<file path="src/rtl/req_debounce16.sv">
// Input conditioner for a 16:4 priority encoder. It synchronises and debounces 16 active-low
// request lines and drives registered, glitch-free I[15:0], EI and status flags.
module req_debounce16 #(
  parameter int unsigned TICK_DIV   = 16,  // clocks between debounce samples (>=2)
  parameter int unsigned DB_SAMPLES = 3    // equal samples needed to change a line (>=2)
) (
  input  logic        clk,
  input  logic        rst,
  input  logic [15:0] req_n_raw,
  input  logic        en,
  input  logic        freeze,
  output logic [15:0] i_out,
  output logic        ei_n,
  output logic        new_req,
  output logic        all_idle
);

  localparam int unsigned CntW = (TICK_DIV > 1) ? $clog2(TICK_DIV) : 1;
  localparam logic [CntW-1:0] TickLast = CntW'(TICK_DIV - 1);

  logic [15:0]                 sync1_q, sync1_d;
  logic [15:0]                 sync_q, sync_d;
  logic [CntW-1:0]             tick_cnt_q, tick_cnt_d;
  logic [15:0][DB_SAMPLES-1:0] hist_q, hist_d;
  logic [15:0]                 i_out_q, i_out_d;
  logic                        ei_n_q, ei_n_d;
  logic                        new_req_q, new_req_d;
  logic                        all_idle_q, all_idle_d;
  logic                        tick;

  // Next-state: synchroniser, sample tick, history shift and stable-value update.
  always_comb begin
    sync1_d    = req_n_raw;
    sync_d     = sync1_q;
    tick       = (tick_cnt_q == TickLast);
    tick_cnt_d = tick ? '0 : tick_cnt_q + CntW'(1);
    hist_d     = hist_q;
    i_out_d    = i_out_q;
    if (tick) begin
      for (int b = 0; b < 16; b++) begin
        // Incoming sample is the newest of the DB_SAMPLES entries being judged.
        hist_d[b] = {hist_q[b][DB_SAMPLES-2:0], sync_q[b]};
        if (hist_d[b] == '0) begin
          i_out_d[b] = 1'b0;
        end else if (&hist_d[b]) begin
          i_out_d[b] = 1'b1;
        end
      end
    end
    // Freeze blocks the output update only; the histories above still advance.
    if (freeze) begin
      i_out_d = i_out_q;
    end
    // Only presses (1->0) pulse new_req; releases are silent.
    new_req_d  = |(i_out_q & ~i_out_d);
    all_idle_d = &i_out_d;
    ei_n_d     = ~en;
  end

  // State registers with synchronous reset to the idle (all released) condition.
  always_ff @(posedge clk) begin
    if (rst) begin
      sync1_q    <= '1;
      sync_q     <= '1;
      tick_cnt_q <= '0;
      hist_q     <= '1;
      i_out_q    <= '1;
      ei_n_q     <= 1'b1;
      new_req_q  <= 1'b0;
      all_idle_q <= 1'b1;
    end else begin
      sync1_q    <= sync1_d;
      sync_q     <= sync_d;
      tick_cnt_q <= tick_cnt_d;
      hist_q     <= hist_d;
      i_out_q    <= i_out_d;
      ei_n_q     <= ei_n_d;
      new_req_q  <= new_req_d;
      all_idle_q <= all_idle_d;
    end
  end

  assign i_out    = i_out_q;
  assign ei_n     = ei_n_q;
  assign new_req  = new_req_q;
  assign all_idle = all_idle_q;

endmodule

</file>
<file path="config.mk">
export PLATFORM = sky130hd
export DESIGN_NAME = req_debounce16
export DESIGN_NICKNAME = d
export VERILOG_FILES = /design/src/rtl/req_debounce16.sv
export SDC_FILE = /design/constraint.sdc
export NUM_CORES = 1
export LEC_CHECK = 0
export ABC_AREA = 0
export CAP_MARGIN = 20
export CELL_PAD_IN_SITES_DETAIL_PLACEMENT = 1
export CELL_PAD_IN_SITES_GLOBAL_PLACEMENT = 2
export CORE_UTILIZATION = 37
export CTS_CLUSTER_SIZE = 12
export DETAILED_ROUTE_END_ITERATION = 8
export PLACE_DENSITY_LB_ADDON = 0.1
export SLEW_MARGIN = 20
export SYNTH_ARGS = -nofsm -noshare
export SYNTH_HDL_FRONTEND = slang
export SYNTH_SLANG_ARGS = --single-unit
</file>
<file path="constraint.sdc">
create_clock -name clk -period 2.6 [get_ports clk]
set_input_delay 0.52 -clock clk [delete_from_list [all_inputs] [get_ports clk]]
set_output_delay 0.52 -clock clk [all_outputs]
set_load 0.05 [all_outputs]
</file>
==> metrics, run 1 <==
Crit path max-delay family=buffers and inverters; Final min period=around 2.2 ns; kind of end point of the critical path=primary output; Yosys reg bits=87; # DRC=0; mapped cell area=3360 sq um; crit start category=flop; Clk Latency, worst-skew pair=0.35 ns; Area after DPL=3830 sq um; slew at the pin closest to its max-slew limit=0.540 ns; Avg Inst Size Synth=9.48 sq um; Via density=5.36; Net Count, Synth=roughly 380; crit path cell chain=clkdlybuf4s50_1; min-delay src=sync1_q[11]; r2r endpoint=all_idle; worst hold path type=flop to flop; worst endpoint data arrival time=around 1.7 ns; share of cells above drive strength 1=15.8%; path depth of the worst reg2reg path=6; initial antenna violation count=0; RSZ-0062 raised after global routing=no; total power=~0.0024 W; total number of vias=2,683; clock-pin slew on the worst setup and hold paths=0.08 ns; Vert. Die Dim=97.3 um; Total Negative Setup Slacks=0 ns; area grow syn2layout=19.8%; cell area after layout=4020 sq um; post-DP HPWL=5530 um; Worst Slack Setup Final=0.422 ns; worst flop-to-flop path startpoint=tick_cnt_q[0]; ANT nets after route=0; core area=8760 sq um; Setup CP Type=flop to primary output; Routed WL=8020 um; Final Cycle Share=83.8%; routability cong.=~0.73; clock tree buffer depth=2; leakage power=1.60 nW; die area=9460 sq um; post_cts resized=0; final setup vio count=0; Worst EP required=~2.1 ns; final hold slack=~0.41 ns; row cnt=34; Buf+Inv Stages, Crit Path=1; Gate Count Post-Synth=around 350; H-tree levels=3; first-pass GRT wire length=13,300 um; Hold-fix buffers, CTS=0; # diodes=0; slowest stage cell, crit path=clkdlybuf4s50_1; reg2reg setup slack=0.42 ns; PwrDens=594 nW/um^2; clock root buffer=clkbuf_8; Post-CTS Setup Inserts=0; cell taking the most area after synthesis=dfxtp_1; f_max=459 MHz; max-cap violations=0; Iteration-0 DRC Markers=68; Die X=97.3 um; pre-CTS setup slack=around 0.11 ns; I/O Buffers=38; CP max stage delay=0.85 ns; total CTS buffers=9; post-synthesis sequential area ratio=51.9%; Ports=39; GRT Total Usage=~18%; Worst Clk Skew=0.00868 ns; vias in the first global route=between 2,000 and 3,000; CTS tree=built; top cells by area, synth=dfxtp_1 (52%), or2_2 (6.7%), nand2_1 (6.3%); status=finished clean; Worst Hold Depth=1; Ys Warns=0; slew margin rel.=64.0%; top-area cell type share of the netlist area=a little over 50%; Final nets=roughly 410; final hold vios=0; largest net degree at the start of global routing=50; Initial Util=38.3%; maximum fanout along the worst path=7; Hold Path Sink=sync_q[11]; Pre-antenna DRT Iters=4; peak supply drop=approximately 0.26 mV; grt ovf=0; clk sinks=87; Routed wire per std cell=16.0 um; Netlist cell types=43; max-slew violations=0
-- stage by stage --
stage          instances  utilization [%]
5_1_grt              501             45.9
2_1_floorplan        354                -
3_5_place_dp         487             43.7
3_3_place_gp         487             43.7
4_1_cts              501             45.9
6_report             501             45.9
-- routing by layer --
metal | global-route usage, % | routed length (um) | vias to the layer above
li1 | - | - | 1322
met1 | 21.7 | 3770 | 1317
met2 | 30.8 | 3870 | 35
met3 | 5.18 | 295 | 9
met4 | 4.41 | 80 | 0
met5 | 0 | 0 | -
-- logic make-up after synthesis --
kind of cell	synth area share, %
AO/OA/AOI/OAI	11.1
XOR/XNOR	0.261
adder cells (fa/ha/maj)	0.373
buffers and inverters	3.17
flip-flops	51.9
AND/OR/NAND/NOR	33.2
-- worst max-delay path by stage --
stage,start,end,cells past startpoint
2_1_floorplan,tick_cnt_q[0],all_idle,8
3_3_place_gp,freeze,all_idle,6
3_5_place_dp,freeze,all_idle,6
4_1_cts,tick_cnt_q[0],all_idle,6
5_1_grt,tick_cnt_q[0],all_idle,6
6_report,i_out[1],i_out[1],1
-- state kept, by name, indices dropped and copies added, names as in the netlist --
register / count
tick_cnt_q: 4
all_idle: 1
sync_q: 16
hist_q: 32
ei_n: 1
new_req: 1
sync1_q: 16
i_out: 16
-- cells in the mapped netlist (all sizes together) --
cell and count:
nand3b 28, nand2b 10, or3 3, buf 5, clkbuf 15, a21oi 10, a22oi 1, dfxtp 87
nor4b 15, a31oi 7, nand3 2, a21o 2, nor2 10, a211o 5, or4 1, xnor2 1
nor2b 1, ha 1, a211oi 1, nand2 56, nor3 6, and4b 2, inv 2, o22ai 7
o21a 1, or2 36, o21bai 3, a32oi 1, nor4 8, nand4b 1, o31a 8, a41o 1
and3 8, o21ai 3, a31o 2, a311oi 1, nor3b 2, nand4 1
-- power breakdown --
part	internal, W	switching [W]
sequential	0.00136	0.0000192
combinational	0.0000579	0.0000308
clock	0.000461	0.000461
total	0.00188	0.000511
-- layout make-up --
type                       instances  area [sq um]
clock buffer                      11           141
fill                            1016          4740
multi-input combinational        245          1510
tap                              108           135
inverter                           2          7.51
clock inverter                     3          45.0
timing repair buffer              45           440
sequential                        87          1740
-- layout by cell type, fill, tap and decap left out, drive strengths merged, types with 10 or more instances in the layout --
| master | count |
|---|---|
| clkdlybuf4s50 | 37 |
| clkbuf | 11 |
| a21oi | 10 |
| or2 | 36 |
| nor4b | 15 |
| dfxtp | 87 |
| nor2 | 10 |
| nand2 | 56 |
| nand2b | 10 |
| nand3b | 28 |
(Power assumes the default switching activity.)
==> run 2, diff against run 1 <==
--- a/config.mk
+++ b/config.mk
@@ -9,7 +9,7 @@
 export CAP_MARGIN = 20
 export CELL_PAD_IN_SITES_DETAIL_PLACEMENT = 1
 export CELL_PAD_IN_SITES_GLOBAL_PLACEMENT = 2
-export CORE_UTILIZATION = 37
+export CORE_UTILIZATION = 31
 export CTS_CLUSTER_SIZE = 12
 export DETAILED_ROUTE_END_ITERATION = 8
 export PLACE_DENSITY_LB_ADDON = 0.1
==> constraint.sdc (replaced) <==
create_clock -name clk -period 1.8 [get_ports clk]
set_input_delay 0.36 -clock clk [delete_from_list [all_inputs] [get_ports clk]]
set_output_delay 0.36 -clock clk [all_outputs]
set_load 0.05 [all_outputs]
==> run 2 against run 1 <==
First-iteration DRC count fell by 7.4%. Clock power increased by 66%. Clock skew is 0.0021 ns higher. Clock-buffer cell count grew 2. Sequential power grew 44%. Utilization shrank 4.0 points. Highest routed layer unchanged. Largest cell class unchanged. Sequential share of layout area is 3.2 points lower. Die area rose by 19%.
==> metrics, run 2 (synthesized netlist as in run 1, its figures left out) <==
status=finished clean (unchanged); core area=10,400 sq um (was 8760 sq um); die area=11,200 sq um (was 9460 sq um); Iteration-0 DRC Markers=63 (was 68); Clk Latency, worst-skew pair=0.36 ns (was 0.35 ns); routability cong.=0.728 (was 0.733); GRT Total Usage=16.0% (was 17.8%); Worst EP required=2.05 ns (was 2.08 ns); max reg flops=32 (unchanged); clk sinks=87 (unchanged); H-tree levels=3 (unchanged); kind of end point of the critical path=flop (was primary output); # DRC=0 (unchanged); Initial Util=32.2% (was 38.3%); slew margin rel.=67.6% (was 64.0%); Vert. Die Dim=106 um (was 97.3 um); final hold vios=0 (unchanged); Final Cycle Share=98.1%; Final min period=1.77 ns; share of cells above drive strength 1=28.8% (was 15.8%); Routed wire per std cell=15.5 um (was 16.0 um); Worst Clk Skew=0.0108 ns (was 0.00868 ns); Total Negative Setup Slacks=0 ns (unchanged); CTS tree=built (unchanged); Setup CP Type=flop to flop (was flop to primary output); max-slew violations=0 (unchanged); first-pass GRT wire length=14,100 um (was 13,300 um); total CTS buffers=9 (unchanged); slew at the pin closest to its max-slew limit=0.480 ns (was 0.540 ns); clock root buffer=clkbuf_8 (unchanged); met2 routed WL=4260 um (was 3870 um); DR WL met3=199 um (was 295 um); area taken by multi-input logic gates=1640 sq um (was 1510 sq um); worst endpoint data arrival time=2.02 ns (was 1.66 ns); area grow syn2layout=29.8% (was 19.8%); max-cap violations=0 (unchanged); vias in the first global route=2,855 (was 2,652); # diodes=0 (unchanged); CP max stage delay=0.37 ns (was 0.85 ns); ANT nets after route=0 (unchanged); Die X=106 um (was 97.3 um); post-DP HPWL=5720 um (was 5530 um); initial antenna violation count=0 (unchanged); worst hold path type=flop to flop (unchanged); clock-pin slew on the worst setup and hold paths=0.08 ns (about the same); placed insts=528 (was 487); grt ovf=0 (unchanged); Pre-antenna DRT Iters=4 (unchanged); PwrDens=842 nW/um^2 (was 594 nW/um^2); Post-Layout Cell Count=546 (was 501); crit start category=flop (unchanged); Largest Register=hist_q (unchanged); most frequent cells in the layout=dfxtp_1 (85), nand2_1 (56), or2_2 (36) (was dfxtp_1 (87), nand2_1 (56), clkdlybuf4s50_1 (37)); Storage cell area=1750 sq um (was 1740 sq um); Top Metal Used=met4 (unchanged); largest net degree at the start of global routing=36 (was 50); f_max=566 MHz; Final nets=426 (was 411); clock tree buffer depth=2 (unchanged); peak supply drop=0.457 mV (was 0.260 mV); total number of vias=2,736 (was 2,683); Ports=39 (unchanged); commonest non-fill, non-tap cell in the layout=dfxtp_1 (unchanged); CP most frequent cell=buf_6; crit path cell chain=ha_4, buf_6, nand4b_4, buf_6, or3_4, a22oi_2, a21oi_4, a41o_1 (was clkdlybuf4s50_1); RSZ-0062 raised after global routing=yes (was no); final setup vio count=0 (unchanged); Metal-1 WL=3900 um (was 3770 um); I/O Buffers=38 (unchanged); slowest stage cell, crit path=dfxtp_4 (was clkdlybuf4s50_1); row cnt=37 (was 34); maximum fanout along the worst path=7 (unchanged); leakage power=1.75 nW (was 1.60 nW); Via density=5.01 (was 5.36); number of fill cells=1,191 (was 1,016); Hold-fix buffers, CTS=0 (unchanged); Routed WL=8470 um (was 8020 um)
[run 2: changes by cell type in the layout (fill, tap and decap cells not counted), moves of 5 or more]
cell / before / now
o22ai_1: 7 / 1
buf_4: 6 / 31
buf_6: 0 / 5
o22ai_2: 0 / 6
clkdlybuf4s50_1: 37 / 17
[run 2: worst paths after layout]
check	start	to	slack, ns	cells after the start
worst max-delay path	tick_cnt_q[0]	all_idle	0.03	8
worst min-delay path	sync1_q[13]	sync_q[13]	0.41	1
worst max register to register	tick_cnt_q[0]	all_idle	0.03	8
worst min register to register	sync1_q[13]	sync_q[13]	0.41	1
[run 2: final cells by class]
class	instances	area share [%]
Multi-Input combinational cell	245	37.7
Clock buffer	13	3.65
Tap cell	136	3.91
Sequential cell	87	40.1
Timing Repair Buffer	60	13.0
Clock inverter	3	1.49
Inverter	2	0.172
[run 2: what timing repair did]
action,4_1_cts,5_1_grt
pin swaps,3,9
setup buffers,1,1
resized for setup,16,18
setup endpoints to repair,8,3
[run 2: per-layer routing]
| layer | vias to the layer above | track usage, % |
|---|---|---|
| li1 | 1348 | - |
| met3 | 10 | 3.80 |
| met2 | 29 | 28.7 |
| met5 | - | 0 |
| met1 | 1349 | 18.8 |
| met4 | 0 | 5.06 |
[run 2: worst max-delay path, delay by kind of cell, from the launching register on]
family | cells | cell delay, ns
AO/OA/AOI/OAI | 3 | 0.41
adder cells (fa/ha/maj) | 1 | 0.15
flip-flops | 1 | 0.37
buffers and inverters | 2 | 0.27
AND/OR/NAND/NOR | 2 | 0.46
[run 2: per-stage QoR]
stage                     cell area, sq um  total power (W)  worst slack, ns  util (%)  hold WS, ns
after floorplan                       3360          0.00210           0.0355         -        0.389
after global placement                3960          0.00218           -0.562      38.0        0.394
after detailed placement              3960          0.00218           -0.547      38.0        0.396
after CTS                             4260          0.00373          -0.0222      40.9        0.408
after global routing                  4360          0.00383          -0.0558      41.8        0.431
final                                 4360          0.00367           0.0335      41.8        0.408
[run 2: report_power, final]
part | internal [W] | switching [W]
sequential | 0.00196 | 0.0000275
combinational | 0.0000985 | 0.0000533
clock | 0.000858 | 0.000670
==> run 3, diff against run 2 <==
--- a/config.mk
+++ b/config.mk
@@ -5,13 +5,14 @@
 export SDC_FILE = /design/constraint.sdc
 export NUM_CORES = 1
 export LEC_CHECK = 0
-export ABC_AREA = 0
+export ABC_AREA = 1
 export CAP_MARGIN = 20
 export CELL_PAD_IN_SITES_DETAIL_PLACEMENT = 1
 export CELL_PAD_IN_SITES_GLOBAL_PLACEMENT = 2
-export CORE_UTILIZATION = 31
+export CORE_UTILIZATION = 30
 export CTS_CLUSTER_SIZE = 12
 export DETAILED_ROUTE_END_ITERATION = 8
+export GPL_TIMING_DRIVEN = 0
 export PLACE_DENSITY_LB_ADDON = 0.1
 export SLEW_MARGIN = 20
 export SYNTH_ARGS = -nofsm -noshare
==> run 3 against run 2 <==
Design area is essentially flat. Worst hold slack gained 0.0014 ns. Power grew 9.2%. Sequential power is essentially flat. Clock skew shrank 0.0067 ns. Critical path depth grew 3. Clock power grew 21%. Global-route usage grew 1.9 points. Final cell count grew 15%. Maximum frequency grew 4.2%. Synthesized area grew 3.4%. Critical endpoint unchanged. Largest power group unchanged.
==> metrics, run 3 <==
max-slew violations=0 (unchanged); Initial Util=31.3% (was 32.2%); share of cells above drive strength 1=17.1% (was 28.8%); internal power=0.00312 W (was 0.00292 W); f_max=590 MHz (was 566 MHz); CP max stage delay=0.36 ns (was 0.37 ns); peak supply drop=0.519 mV (was 0.457 mV); Routed WL=9540 um (was 8470 um); CP most frequent cell=nand2_1 (was buf_6); Setup CP Type=flop to flop (unchanged); placed insts=606 (was 528); Vert. Die Dim=110 um (was 106 um); max-cap violations=0 (unchanged); total CTS buffers=9 (unchanged); final setup vio count=0 (unchanged); initial antenna violation count=0 (unchanged); commonest non-fill, non-tap cell in the layout=nand2_1 (was dfxtp_1); crit start category=flop (unchanged); Largest Register=hist_q (unchanged); clock tree buffer depth=2 (unchanged); CTS tree=built (unchanged); async set-reset flop share out of synthesis=0% (unchanged); most frequent cell after synthesis=nand2_1 (was dfxtp_1); PwrDens=920 nW/um^2 (was 842 nW/um^2); predominant post-synthesis flop cell=dfxtp_1 (unchanged); clk sinks=87 (unchanged); clock share of power=46.2% (was 41.6%); # diodes=0 (unchanged); largest net degree at the start of global routing=15 (was 36); Die X=110 um (was 106 um); # DRC=0 (unchanged); post-DP HPWL=6860 um (was 5720 um); total number of vias=2,824 (was 2,736); final hold slack=0.409 ns (was 0.408 ns); slowest stage cell, crit path=dfxtp_4 (unchanged); Post-synth EDFFs=0 (unchanged); Post-Layout Cell Count=626 (was 546); Final Cycle Share=94.2% (was 98.1%); status=finished clean (unchanged); mapped cell area=3470 sq um (was 3360 sq um); Final nets=502 (was 426); Net Sw Frac=22.0% (was 20.5%); Pre-antenna DRT Iters=4 (unchanged); share of power burned in registers=49.6% (was 54.2%); Ports=39 (unchanged); Worst Hold Depth=1 (unchanged); Hold-fix buffers, CTS=0 (unchanged); GRT Total Usage=18.0% (was 16.0%); routability cong.=0.746 (was 0.728); vias in the first global route=2,849 (was 2,855); most frequent cells in the layout=nand2_1 (90), dfxtp_1 (85), nand3_1 (38) (was dfxtp_1 (85), nand2_1 (56), or2_2 (36)); Worst Slack Setup Final=0.105 ns (was 0.0335 ns); clock-pin slew on the worst setup and hold paths=0.06 ns (was 0.08 ns); Clk Latency, worst-skew pair=0.34 ns (was 0.36 ns); Netlist cell types=25 (was 43); Net Count, Synth=450 (was 375); Post-synth top cells=nand2_1 (91), dfxtp_1 (87), nand3_1 (38), nor2_1 (37), or2_2 (33) (was dfxtp_1 (87), nand2_1 (56), or2_2 (36), nand3b_1 (28)); Gate Count Post-Synth=429 (was 354); slew at the pin closest to its max-slew limit=0.731 ns (was 0.480 ns); Worst Clk Skew=0.00412 ns (was 0.0108 ns); Worst EP required=2.03 ns (was 2.05 ns); Final min period=1.70 ns (was 1.77 ns); Net Switching=0.000884 W (was 0.000751 W); final hold vios=0 (unchanged); core area=11,100 sq um (was 10,400 sq um); die area=12,000 sq um (was 11,200 sq um); area grow syn2layout=25.6% (was 29.8%); Via density=4.51 (was 5.01); row cnt=38 (was 37); grt ovf=0 (unchanged); Avg Inst Size Synth=8.09 sq um (was 9.48 sq um); slew margin rel.=51.2% (was 67.6%); Yosys reg bits=87 (unchanged); combinational power share=4.2% (was 4.1%); worst hold path type=flop to flop (unchanged); H-tree levels=3 (unchanged); leakage power=1.99 nW (was 1.75 nW); path depth of the worst reg2reg path=11 (was 8); Core Util, Final=39.3% (was 41.8%); first-pass GRT wire length=15,400 um (was 14,100 um); Ys Warns=0 (unchanged); Iteration-0 DRC Markers=110 (was 63); I/O Buffers=37 (was 38); max reg flops=32 (unchanged); cell taking the most area after synthesis=dfxtp_1 (unchanged); top cells by area, synth=dfxtp_1 (50%), nand2_1 (9.8%), or2_2 (5.9%) (was dfxtp_1 (52%), or2_2 (6.7%), nand2_1 (6.3%)); maximum fanout along the worst path=10 (was 7); kind of end point of the critical path=flop (unchanged); worst endpoint data arrival time=1.93 ns (was 2.02 ns); post-synthesis sequential area ratio=50.2% (was 51.9%); ANT nets after route=0 (unchanged); pre-CTS setup slack=-0.229 ns (was -0.547 ns); top-area cell type share of the netlist area=50.2% (was 51.9%); crit path cell chain=ha_4, nand3_4, nor2_4, buf_8, nand2_1, nand2_1, nand2_1, nand2_1, nor2_1, nand2_1, o21ai_2 (was ha_4, buf_6, nand4b_4, buf_6, or3_4, a22oi_2, a21oi_4, a41o_1); clock root buffer=clkbuf_16 (was clkbuf_8); Routed wire per std cell=15.2 um (was 15.5 um)
run 3: timing repair:
item	4_1_cts	5_1_grt
endpoints found under the setup margin	19	27
cloned	0	1
setup buffers	0	3
pin swaps	0	2
resized for setup	19	8
run 3: metal layers:
metal  part of all wire (%)  track usage [%]  wire [um]  vias up
li1                       -                -          -     1472
met1                     48             23.3       4620     1301
met2                     47             29.6       4500       40
met3                    2.5             2.85        239       11
met4                    1.9             7.71        177        0
met5                      0                0          0        -
run 3: stage by stage:
step / setup TNS, ns / power, W / instance area [sq um]
after floorplan: 0 / 0.00212 / 3470
after global placement: -0.410 / 0.00219 / 4020
after detailed placement: -0.409 / 0.00220 / 4020
after CTS: 0 / 0.00407 / 4280
after global routing: -0.0155 / 0.00417 / 4360
final: 0 / 0.00401 / 4360
run 3: power by group through the flow:
stage | combinational [W] | sequential (W) | clock (W)
after detailed placement | 0.000170 | 0.00203 | 0
after global routing | 0.000191 | 0.00199 | 0.00199
after CTS | 0.000170 | 0.00198 | 0.00191
after global placement | 0.000167 | 0.00203 | 0
final | 0.000170 | 0.00199 | 0.00185
after floorplan | 0.0000910 | 0.00202 | 0
run 3: cell type report:
type | count | area [sq um]
Timing Repair Buffer | 41 | 394
Buffer | 20 | 146
Fill cell | 1344 | 6720
Clock inverter | 5 | 58.8
Sequential cell | 87 | 1750
Inverter | 30 | 113
Clock buffer | 11 | 233
Multi-Input combinational cell | 292 | 1490
Tap cell | 140 | 175
run 3: final timing paths:
check,start,endpoint,slack (ns)
worst min register to register,sync1_q[13],sync_q[13],0.41
worst max register to register,tick_cnt_q[0],all_idle,0.10
worst max-delay path,tick_cnt_q[0],all_idle,0.10
worst min-delay path,sync1_q[13],sync_q[13],0.41
run 3: logic make-up (layout without fill, tap and decap cells):
| family | Yosys count | after routing | synth area share (%) |
|---|---|---|---|
| AND/OR/NAND/NOR | 238 | 238 | 34.4 |
| XOR/XNOR | 1 | 1 | 0.252 |
| buffers and inverters | 50 | 107 | 7.25 |
| AO/OA/AOI/OAI | 52 | 52 | 7.61 |
| flip-flops | 87 | 87 | 50.2 |
| adder cells (fa/ha/maj) | 1 | 1 | 0.360 |
run 3: critical path, delay by kind of cell, from the launching register on:
| kind | cells | cell delay [ns] |
|---|---|---|
| AO/OA/AOI/OAI | 1 | 0.06 |
| adder cells (fa/ha/maj) | 1 | 0.15 |
| buffers and inverters | 1 | 0.19 |
| flip-flops | 1 | 0.36 |
| AND/OR/NAND/NOR | 8 | 0.82 |
